[config.mk]
export PLATFORM = sky130hd
export DESIGN_NAME = aes256_unloading
export DESIGN_NICKNAME = d
export VERILOG_FILES = /design/src/rtl/aes256_unloading.sv
export SDC_FILE = /design/constraint.sdc
export NUM_CORES = 1
export LEC_CHECK = 0
export ABC_AREA = 1
export CORE_MARGIN = 2
export CORE_UTILIZATION = 34
export CTS_CLUSTER_DIAMETER = 50
export DETAILED_ROUTE_END_ITERATION = 12
export GPL_TIMING_DRIVEN = 0
export PLACE_DENSITY_LB_ADDON = 0.05
export SLEW_MARGIN = 20
export SYNTH_ARGS = -nofsm -noshare
export SYNTH_HDL_FRONTEND = slang
export SYNTH_SLANG_ARGS = --single-unit
[constraint.sdc]
create_clock -name clk -period 8.05 [get_ports clk]
set_clock_uncertainty 0.05 [all_clocks]
set_input_delay 1.61 -clock clk [delete_from_list [all_inputs] [get_ports clk]]
set_output_delay 1.61 -clock clk [all_outputs]
set_load 0.01 [all_outputs]
[src/rtl/aes256_unloading.sv]
// Byte-serial ciphertext collector: pulls 16 bytes from the AES engine and presents a 128-bit block.
// Optional per-byte read timeout is built when AES256_UNLOAD_TIMEOUT_EN is defined.
module aes256_unloading #(
  parameter int unsigned TIMEOUT = 255
) (
  input  logic         clk,
  input  logic         rst,
  input  logic         pi_enc_done,
  output logic         po_next_val_req,
  input  logic         pi_next_val_ready,
  input  logic [7:0]   pi_data,
  output logic [127:0] po_block,
  output logic         po_block_valid,
  input  logic         pi_block_ready,
  output logic         po_busy,
  output logic         po_overrun,
  output logic         po_timeout_err
);

  if (TIMEOUT < 1 || TIMEOUT > 65535) begin : g_bad_timeout
    $error("aes256_unloading: TIMEOUT must be in 1..65535");
  end

  typedef enum logic [1:0] {IDLE, REQ, WAIT, DONE} state_t;

  state_t     state, state_nx;
  logic [3:0] idx;
  logic       to_hit;

`ifdef AES256_UNLOAD_TIMEOUT_EN
  logic [15:0] wait_cnt;

  // Fires on the TIMEOUT-th consecutive WAIT cycle without a byte.
  assign to_hit = (state == WAIT) && !pi_next_val_ready &&
                  (wait_cnt + 16'd1 == 16'(TIMEOUT));

  always_ff @(posedge clk or posedge rst) begin
    if (rst)                                    wait_cnt <= '0;
    else if (state == REQ)                      wait_cnt <= '0;
    else if (state == WAIT && !pi_next_val_ready) wait_cnt <= wait_cnt + 16'd1;
  end

  always_ff @(posedge clk or posedge rst) begin
    if (rst)                              po_timeout_err <= 1'b0;
    else if (state == IDLE && pi_enc_done) po_timeout_err <= 1'b0;
    else if (to_hit)                      po_timeout_err <= 1'b1;
  end
`else
  assign to_hit         = 1'b0;
  assign po_timeout_err = 1'b0;
`endif

  always_comb begin
    state_nx = state;
    case (state)
      IDLE: if (pi_enc_done) state_nx = REQ;
      REQ:  state_nx = WAIT;
      WAIT: begin
        if (pi_next_val_ready) state_nx = (idx == 4'd15) ? DONE : REQ;
        else if (to_hit)       state_nx = IDLE;
      end
      DONE: if (pi_block_ready) state_nx = IDLE;
      default: state_nx = IDLE;
    endcase
  end

  always_ff @(posedge clk or posedge rst) begin
    if (rst) begin
      state      <= IDLE;
      idx        <= '0;
      po_block   <= '0;
      po_overrun <= 1'b0;
    end else begin
      state      <= state_nx;
      po_overrun <= pi_enc_done && (state != IDLE);
      if (state == IDLE && pi_enc_done) begin
        idx <= '0;
      end else if (state == WAIT && pi_next_val_ready) begin
        // Slot idx lives at bit offset 8*(15-idx), i.e. {~idx,3'b000}.
        po_block[{~idx, 3'b000} +: 8] <= pi_data;
        if (idx != 4'd15) idx <= idx + 4'd1;
      end
    end
  end

  assign po_next_val_req = (state == REQ);
  assign po_busy         = (state != IDLE);
  assign po_block_valid  = (state == DONE);

endmodule

-- After elaboration in Yosys (flattened, before gate mapping)
Cells that the tools add are included.
Widths: inputs -> output; s select.
- register bits after elaboration: 135
- input port bits: 13
- output and inout bits: 133
- $add $sub $neg: 2
- equality and inequality tests: 8
- shift-type cells: 2
- muxes and demuxes: 9
- bitwise operators: 2
- reductions and logical operators: 10
- operators with widths (cell ; number):
    $bwmux 128 ; 1
    $shift 8x9->128 const A ; 1
    $shiftx 8x9->128 ; 1
    $mux 4 ; 3
    $neg 7->9 ; 1
    $mux 2 ; 4
    $pmux 2 s4 ; 1
    $reduce_bool 2->1 ; 3
    $add 4x1->4 const B ; 1
    $eq 2x2->1 const B ; 2
    $eq 4x4->1 const B ; 1
    $ne 2x2->1 const B ; 2
    $ne 4x4->1 const B ; 1
    $not 4->4 ; 1
    $reduce_and 2->1 ; 2
    $logic_and 1x1->1 ; 3
    $reduce_and 3->1 ; 1
    $eq 2x1->1 const B ; 1
    $logic_not 2->1 ; 1
    $ne 2x1->1 const B ; 1
    $not 1->1 ; 1

-- Logic depth before layout (Yosys ltp)
Gate-level depths: netlist of the first run.
- word-level depth: 4
- depth in mapped cells: 12

-- Least setup slack after synthesis of the first run
Ideal clock, no wire load.
- path kind: input to register
- start point: input port pi_next_val_ready
- end point: register po_block[32]
- library setup time: 0.127 ns
- data arrival time: 2.437 ns
- required time: 7.873 ns
- setup slack: 5.437 ns
- stages: 8
- buffers on the path: 1
- path through: nand3_4 > inv_1 > nand2_4 > nor2_4 > nand2_2 > buf_2 > nand2_1 > o21ai_0
- cells in the longest elaborated chain, start to end: 2
- RTL lines (element ; line ; text):
    start, declared ; 10 ; input logic pi_next_val_ready,
    $logic_and 1x1->1 ; 78 ; end else if (state == WAIT && pi_next_val_ready) begin
    $reduce_and 2->1 (no source line) ; - ;
    end signal, assigned by index ; 80 ; po_block[{~idx, 3'b000} +: 8] <= pi_data;
    end, declared ; 12 ; output logic [127:0] po_block,
No other way between the ends.
A chain may end at the register's enable or synchronous reset.

-- Worst setup path in the final report of the first run
- start point: input port pi_data[0]
- end point: register po_block[24]
- cells in the longest elaborated chain, start to end: 2
- RTL lines (element ; line ; text):
    start, declared ; 11 ; input logic [7:0] pi_data,
    $shiftx 8x9->128 ; 80 ;
    $bwmux 128 ; 80 ;
No other way between the ends.

==> results of run 1 <==
-- sequential cells by signal (all words and copies together), names as in the netlist --
register / count
state: 2
po_block: 128
po_overrun: 1
idx: 4
-- metrics by stage --
step,area (um^2),total power (W),cells,setup WS (ns)
5_1_grt,8260,0.00251,1060,4.68
2_1_floorplan,5840,0.00118,664,2.78
3_3_place_gp,7550,0.00151,1028,0.848
4_1_cts,8260,0.00241,1060,4.76
3_5_place_dp,7590,0.00152,1029,4.41
6_report,8260,0.00239,1060,4.76
-- routing by layer --
metal	GRT usage (%)	vias to the layer above	wire length, um
met2	30.5	152	7810
li1	-	2443	-
met5	0	-	0
met3	5.56	20	1080
met4	6.66	0	305
met1	25.3	2415	7600
-- synth_stat cells --
library cell    n  share of area, %
nand2_1       268                17
dfrtp_1       135                58
o21ai_0        69               5.9
inv_1          42               2.7
nand3_1        41               3.5
nor2_1         27               1.7
nor2_4         10               1.9
nand4_1         8              0.86
nor3_1          8              0.69
buf_2           7              0.60
nand2_2         5              0.54
nand2_4         5              0.96
o21ai_1         5              0.43
clkbuf_1        4              0.26
buf_4           3              0.39
ha_1            3              0.64
nand3_4         3              0.90
o22ai_1         3              0.32
buf_1           2              0.13
buf_6           2              0.39
inv_2           2              0.13
nor2_2          2              0.21
nor2_8          2              0.69
or2_2           2              0.21
a31oi_1         1              0.11
clkinv_1        1             0.064
conb_1          1             0.064
inv_4           1              0.11
nand3_2         1              0.17
nand4_2         1              0.21
-- power by group through the flow --
stage	clock, W	combinational [W]	sequential, W
global route	0.000927	0.000706	0.000877
finish	0.000883	0.000640	0.000862
detailed placement	0	0.000647	0.000872
CTS	0.000895	0.000648	0.000864
global placement	0	0.000637	0.000870
floorplan	0	0.000267	0.000912
-- worst paths after layout --
kind                              start  depth (start not counted)            end
max                          pi_data[0]                          5   po_block[24]
min                        po_block[49]                          2   po_block[49]
max reg2reg                      idx[0]                          9   po_block[24]
min reg2reg                po_block[49]                          2   po_block[49]
max in group asynchronous           rst                          3   po_block[22]
min in group asynchronous           rst                          2  po_block[124]
-- worst min-delay path: stages, from the launching register on --
cell	delay, ns
dfrtp_1	0.34
nand2_1	0.05
nand2_1	0.05
-- kinds of logic (layout without fill, tap and decap cells) --
logic type                 Yosys count  in the layout  share of synthesized area [%]
AOI/OAI and AO/OA                   78             78                           6.78
other                                1              1                         0.0643
adders and majority gates            3              3                          0.643
DFF                                135            135                           57.9
and+or+nand+nor                    383            383                           29.9
buffers and inverters               64            240                           4.76
-- layout by cell type (no fill, tap or decap), types with 6 or more instances in the layout --
cell,Yosys,routed
clkdlybuf4s50_1,0,144
nand2_1,268,268
nor3_1,8,8
nand4_1,8,8
nor2_1,27,27
o21ai_0,69,69
dfrtp_1,135,135
nor2_4,10,10
inv_1,42,41
buf_2,7,7
clkbuf_8,0,6
clkbuf_16,0,17
nand3_1,41,41
-- area by class of cell --
cell class / instances / area (um^2)
Tap cell: 220 / 275
Inverter: 46 / 183
Buffer: 18 / 103
Fill cell: 1584 / 8440
Multi-Input combinational cell: 465 / 2180
Clock inverter: 7 / 163
Clock buffer: 24 / 512
Timing Repair Buffer: 145 / 1470
Sequential cell: 135 / 3380
==> run metrics, run 1 <==
WHS=0.420 ns; initial antenna violation count=0; Power Density=289 nW/um^2; Wirelength per Cell=15.8 um; clk root buf=clkbuf_16; DRT antenna net count=0; Sinks on Clock Net=135; Post-Route WL=16,800 um; vias=5,030; crit path buf inv count=2; GRT overflow=0; number of diodes=0; CP endpoint kind=flop; CTS Buffer Depth=2; Gate Count Post-Synth=664; Starting Density=34.9%; vias in the first global route=4,997; TNS Setup=0 ns; overall global routing resource usage=19.2%; Leak=4.02 nW; Max stage delay on crit path=0.75 ns; maxcap violations=0; Syn Nets=680; Mean Syn Cell Area=8.79 um^2; NetSw=0.000715 W; post-DP HPWL=12,200 um; post-CTS setup buffers=0; fin util=49.5%; IO buf count=144; Core ar.=16,700 um^2; RSZ-0062 raised after global routing=false; Ys Warns=0; Chip Width=135 um; Hold Crit Class=reg -> reg; Clock Latency Late Sink=0.42 ns; clock-pin slew on the worst setup and hold paths=0.05 ns; Synth Register Bits=135; Layout Nets=844; Setup CP Type=in -> reg; Final Hold Viols=0; critical-path maximum fanout=7; Core Rows=47; critical-path cell list=clkdlybuf4s50_1, inv_1, nor3_1, nand2_1, o21ai_0; # DRC=0; GPL Wtd Cong=0.783; Worst Path Arrival=3.58 ns; drt pass-1 iters=5; CTS H-tree depth=4; Crit path required time=8.34 ns; CTS tree=yes; fmax=0.304 GHz; layout cell share with drive strength beyond 1=9.29%; Distinct cells, synth=30; Seq/Total Area, Yosys=57.9%; fin crit period=3.29 ns; Die H=135 um; initial DRC count=282; IO Count=146; part of the power in combinational logic=26.8%; Worst slew margin=45.0%; pin count of the biggest net entering global routing=82; hold-fix buffers at CTS=0; CP max-delay cell=clkdlybuf4s50_1; Clk pwr share=37.0%; slew at the pin closest to its max-slew limit=0.818 ns; Mapped Area=5840 um^2; Worst VDD drop=0.156 mV; Die Area=18,200 um^2; CTS resizes=0; R2R setup slack=5.11 ns; Setup-failing EPs final=0; Startpoint Class=input port; register share of total power=36.1%; switching share of power=30.0%; Int Pwr=0.00167 W; CP delay by family, top=buffers and inverters; first-pass GRT wire length=26,800 um; max-slew violation count=0; area delta synth->final=41.6%; final period utilization=40.9%; status=finished clean; CTS Buf Count=17; vias per cell=4.75
Note: power is estimated with default switching activity, not from simulation.
==> run 2, diff against run 1 <==
==> constraint.sdc (replaced) <==
create_clock -name clk -period 3 [get_ports clk]
set_clock_uncertainty 0.05 [all_clocks]
set_input_delay 0.6 -clock clk [delete_from_list [all_inputs] [get_ports clk]]
set_output_delay 0.6 -clock clk [all_outputs]
set_load 0.01 [all_outputs]
==> run 2 against run 1 <==
Effect of this change: first-iteration DRC count decreased by 15%; design area decreased by 0.55%; die area is the same; via count grew 1.1%; global-route usage rose by 0.47 points; highest routed layer unchanged; register-to-register slack lost 4.7 ns; cell count increased by 0.28%; wire length rose by 2.1%.
==> run metrics, run 2 (synthesis results as in run 1) <==
status=finished clean; vias=5,086; Power Density=742 nW/um^2; Chip Width=135 um; IO buf count=144; CTS Buffer Depth=2; Die Area=18,200 um^2; slew at the pin closest to its max-slew limit=0.748 ns; TNS Setup=0 ns; maxcap violations=0; Leak=3.99 nW; overall global routing resource usage=19.7%; Die H=135 um; fin area=8220 um^2; commonest non-fill, non-tap cells in the layout=nand2_1 (268), clkdlybuf4s50_1 (144), dfrtp_1 (135); IO Count=146; Startpoint Class=flop; Layout Nets=847; vias in the first global route=5,157; Post-Route WL=17,100 um; Sinks on Clock Net=135; Worst Path Arrival=2.93 ns; Clock Latency Late Sink=0.41 ns; CTS H-tree depth=4; clk root buf=clkbuf_16; pin count of the biggest net entering global routing=35; vias per cell=4.78; critical-path maximum fanout=11; drt pass-1 iters=5; layout cell share with drive strength beyond 1=9.73%; Wirelength per Cell=16.1 um; CP endpoint kind=flop; Final Hold Viols=0; DP Area=7640 um^2; GPL Wtd Cong=0.792; CTS tree=yes; number of diodes=0; Biggest register=po_block; WHS=0.420 ns; max-slew violation count=0; Core ar.=16,700 um^2; Worst slew margin=49.8%; Core Rows=47; RSZ-0062 raised after global routing=false; Setup CP Type=reg -> reg; Worst VDD drop=0.398 mV; area delta synth->final=40.8%; Inst Count DP=1,032; Setup-failing EPs final=0; clock-pin slew on the worst setup and hold paths=0.05 ns; Hold Crit Class=reg -> reg; GRT overflow=0; final period utilization=87.7%; # DRC=0; post-CTS setup buffers=0; first-pass GRT wire length=27,700 um; fmax=0.380 GHz; post-DP HPWL=12,600 um; CTS Buf Count=17; Crit path required time=3.30 ns; Largest regs=po_block (128), idx (4), state (2); initial DRC count=240; post-route insts no fill=1,063; fin crit period=2.63 ns; DRT antenna net count=0; Starting Density=34.9%; max reg flops=128; initial antenna violation count=0; most common library cell in the layout ignoring fill and taps=nand2_1
## run 2: cell count changes in the layout (fill, tap and decap cells not counted), moves of 2 or more
cell	change
bufinv_16	-3
clkinv_2	+2
clkinvlp_4	+2
nor3_2	+2
clkbuf_1	+2
buf_12	+4
clkbuf_8	-4
nor3_1	-2
## run 2: final cells by class
class                   count  area [um^2]
repair buffers            148         1520
well taps                 220          275
flip-flops and latches    135         3380
clock buffers              23          468
inverters                  46          179
multi-input cells         465         2190
fillers                  1585         8480
plain buffers              18          104
clock inverters             8         98.8
## run 2: path summary, 6_finish.rpt
kind	start	to	slack [ns]	cells after the start
setup / recovery	idx[0]	po_block[75]	0.37	10
hold / removal	po_block[127]	po_block[127]	0.42	2
setup reg to reg	idx[0]	po_block[75]	0.37	10
hold reg to reg	po_block[127]	po_block[127]	0.42	2
max in group asynchronous	rst	po_block[53]	1.72	4
min in group asynchronous	rst	po_overrun	0.46	2
## run 2: power breakdown
group          internal, W  switching [W]  total (W)  leakage, nW
logic             0.000769       0.000982    0.00175         1.90
registers          0.00212       0.000195    0.00232         1.82
clock network      0.00126       0.000764    0.00202        0.273
## run 2: stage by stage
stage / power [W] / setup WS (ns) / utilization, %
global placement: 0.00405 / -0.572 / 45.2
floorplan: 0.00316 / 0.671 / -
CTS: 0.00614 / 0.0707 / 49.1
finish: 0.00609 / 0.369 / 49.2
detailed placement: 0.00410 / 0.0797 / 45.7
global route: 0.00642 / 0.0753 / 49.2
## run 2: what timing repair did
item	4_1_cts	5_1_grt
endpoints found under the setup margin	0	14
resized for setup	0	5
hold buffers	0	0
## run 2: critical path, stage by stage, from the launching register on
cell and delay (ns):
dfrtp_1 0.43, buf_2 0.26, inv_1 0.08, clkbuf_2 0.20
ha_1 0.31, buf_2 0.20, buf_1 0.40, nand3_1 0.26
nor2_1 0.23, nand2_1 0.08, nand2_1 0.07
## run 2: metal layers
layer,wire length (um),track usage [%],up-vias
li1,-,-,2457
met1,7630,26.3,2473
met2,8230,31.8,139
met3,1040,4.80,17
met4,244,6.19,0
met5,0,0,-
==> run 3, diff against run 2 <==
--- a/config.mk
+++ b/config.mk
@@ -10,7 +10,6 @@
 export CORE_UTILIZATION = 34
 export CTS_CLUSTER_DIAMETER = 50
 export DETAILED_ROUTE_END_ITERATION = 12
-export GPL_TIMING_DRIVEN = 0
 export PLACE_DENSITY_LB_ADDON = 0.05
 export SLEW_MARGIN = 20
 export SYNTH_ARGS = -nofsm -noshare
==> run 3 against run 2 <==
Effect of this change: non-clock buffer count shrank 9; flip-flop and latch count is the same; power shrank 1.7%; register-to-register slack gained 0.21 ns; core utilization shrank 0.52 points; critical path depth shrank 4; critical endpoint is now po_block[26]; largest cell class unchanged.
==> run metrics, run 3 (synthesis results as in run 1) <==
Max stage delay on crit path=0.64 ns; Core ar.=16,700 um^2; IO Count=146; final period utilization=80.8%; Startpoint Class=flop; hold-fix buffers at CTS=0; TNS Setup=0 ns; R2R setup slack=0.57 ns; slew at the pin closest to its max-slew limit=0.759 ns; Hold Crit Class=reg -> reg; Wirelength per Cell=16.6 um; CTS Buffer Depth=2; Power Density=737 nW/um^2; Layout Nets=838; area delta synth->final=39.3%; total power=0.00599 W; drt pass-1 iters=5; RSZ-0062 raised after global routing=false; Worst VDD drop=0.472 mV; CP endpoint kind=flop; commonest non-fill, non-tap cells in the layout=nand2_1 (268), clkdlybuf4s50_1 (144), dfrtp_1 (135); status=finished clean; Hold Crit Depth=2; hold_sp=po_block[49]; critical-path cell list=inv_1, ha_1, buf_4, nor3_1, nand2_1, o21ai_0; Worst Path Arrival=2.71 ns; post-CTS setup buffers=0; fin util=48.7%; clk root buf=clkbuf_16; Setup-failing EPs final=0; first-pass GRT wire length=27,700 um; DRT antenna net count=0; Top Metal Used=met4; max reg flops=128; Setup CP Type=reg -> reg; vias per cell=4.75; # DRC=0; IO buf count=144; met1 wire length=7850 um; clock-pin slew on the worst setup and hold paths=0.06 ns; Core Rows=47; R2R depth=6; Die Area=18,200 um^2; pin count of the biggest net entering global routing=60; Starting Density=34.9%; Setup WS post-layout=0.575 ns; post-DP HPWL=12,500 um; CP max-delay cell=nor3_1; Chip Width=135 um; Biggest register=po_block; vias in the first global route=5,035; max-slew violation count=0; CTS tree=yes; met2 wire length=8310 um; Die H=135 um; Clock Latency Late Sink=0.41 ns; Final Hold Viols=0; CTS H-tree depth=4; critical-path maximum fanout=14; Crit path required time=3.28 ns; Post-Route WL=17,500 um; initial DRC count=248; GRT overflow=0; Leak=3.94 nW; hold endpoint=po_block[49]; r2r endpoint=po_block[26]; CTS resizes=0; GPL Wtd Cong=0.833; Worst slew margin=49.0%; maxcap violations=0; number of diodes=0; fin crit period=2.43 ns; met3 routed WL=1090 um; fmax=0.412 GHz; layout cell share with drive strength beyond 1=9.34%; r2r startpoint=idx[0]; vias=5,009; pre-CTS setup slack=0.528 ns; Largest regs=po_block (128), idx (4), state (2); CTS Buf Count=17; initial antenna violation count=0; overall global routing resource usage=20.1%; Sinks on Clock Net=135; most common library cell in the layout ignoring fill and taps=nand2_1
[run 3: cell count changes in the layout (fill, tap and decap cells not counted), sizes merged]
cell and delta:
clkbuf -8, buf -5, clkinvlp +4, clkinv +2, bufinv -1
[run 3: final cells by class]
class | instances | area, um^2
inverter | 46 | 179
fill | 1648 | 8570
timing repair buffer | 157 | 1580
clock inverter | 13 | 109
sequential | 135 | 3380
clock buffer | 19 | 433
multi-input combinational | 465 | 2180
tap | 220 | 275
[run 3: worst max-delay path, delay by kind of cell (launching register included)]
kind,cells,cell delay (ns)
AND/OR/NAND/NOR,2,0.76
flip-flops,1,0.59
adder cells (fa/ha/maj),1,0.44
buffers and inverters,2,0.34
AO/OA/AOI/OAI,1,0.16
[run 3: where the power goes]
part	leakage (nW)	internal [W]	switching [W]
logic	1.87	0.000766	0.000962
clock network	0.251	0.00113	0.000801
registers	1.82	0.00212	0.000206
total	3.94	0.00402	0.00197
[run 3: how the worst max path moves through the flow]
| stage | from | to | slack (ns) | depth (start not counted) |
|---|---|---|---|---|
| finish | idx[0] | po_block[26] | 0.57 | 6 |
| global route | idx[0] | po_block[26] | 0.31 | 6 |
| CTS | idx[0] | po_block[26] | 0.58 | 6 |
| detailed placement | pi_next_val_ready | po_block[120] | 0.53 | 8 |
| global placement | pi_next_val_ready | po_block[120] | 0.55 | 8 |
| floorplan | rst | idx[0] | 0.67 | 1 |
[run 3: through the flow]
| stage | std cells | hold WS, ns | area, um^2 |
|---|---|---|---|
| after floorplan | 664 | 0.457 | 5840 |
| after global placement | 1023 | 0.405 | 7590 |
| after detailed placement | 1023 | 0.412 | 7590 |
| after CTS | 1055 | 0.426 | 8130 |
| after global routing | 1055 | 0.449 | 8130 |
| final | 1055 | 0.423 | 8130 |
[run 3: routing by layer]
metal | vias to the layer above | track usage (%)
li1 | 2433 | -
met1 | 2418 | 26.5
met2 | 141 | 32.7
met3 | 17 | 5.44
met4 | 0 | 5.61
met5 | - | 0
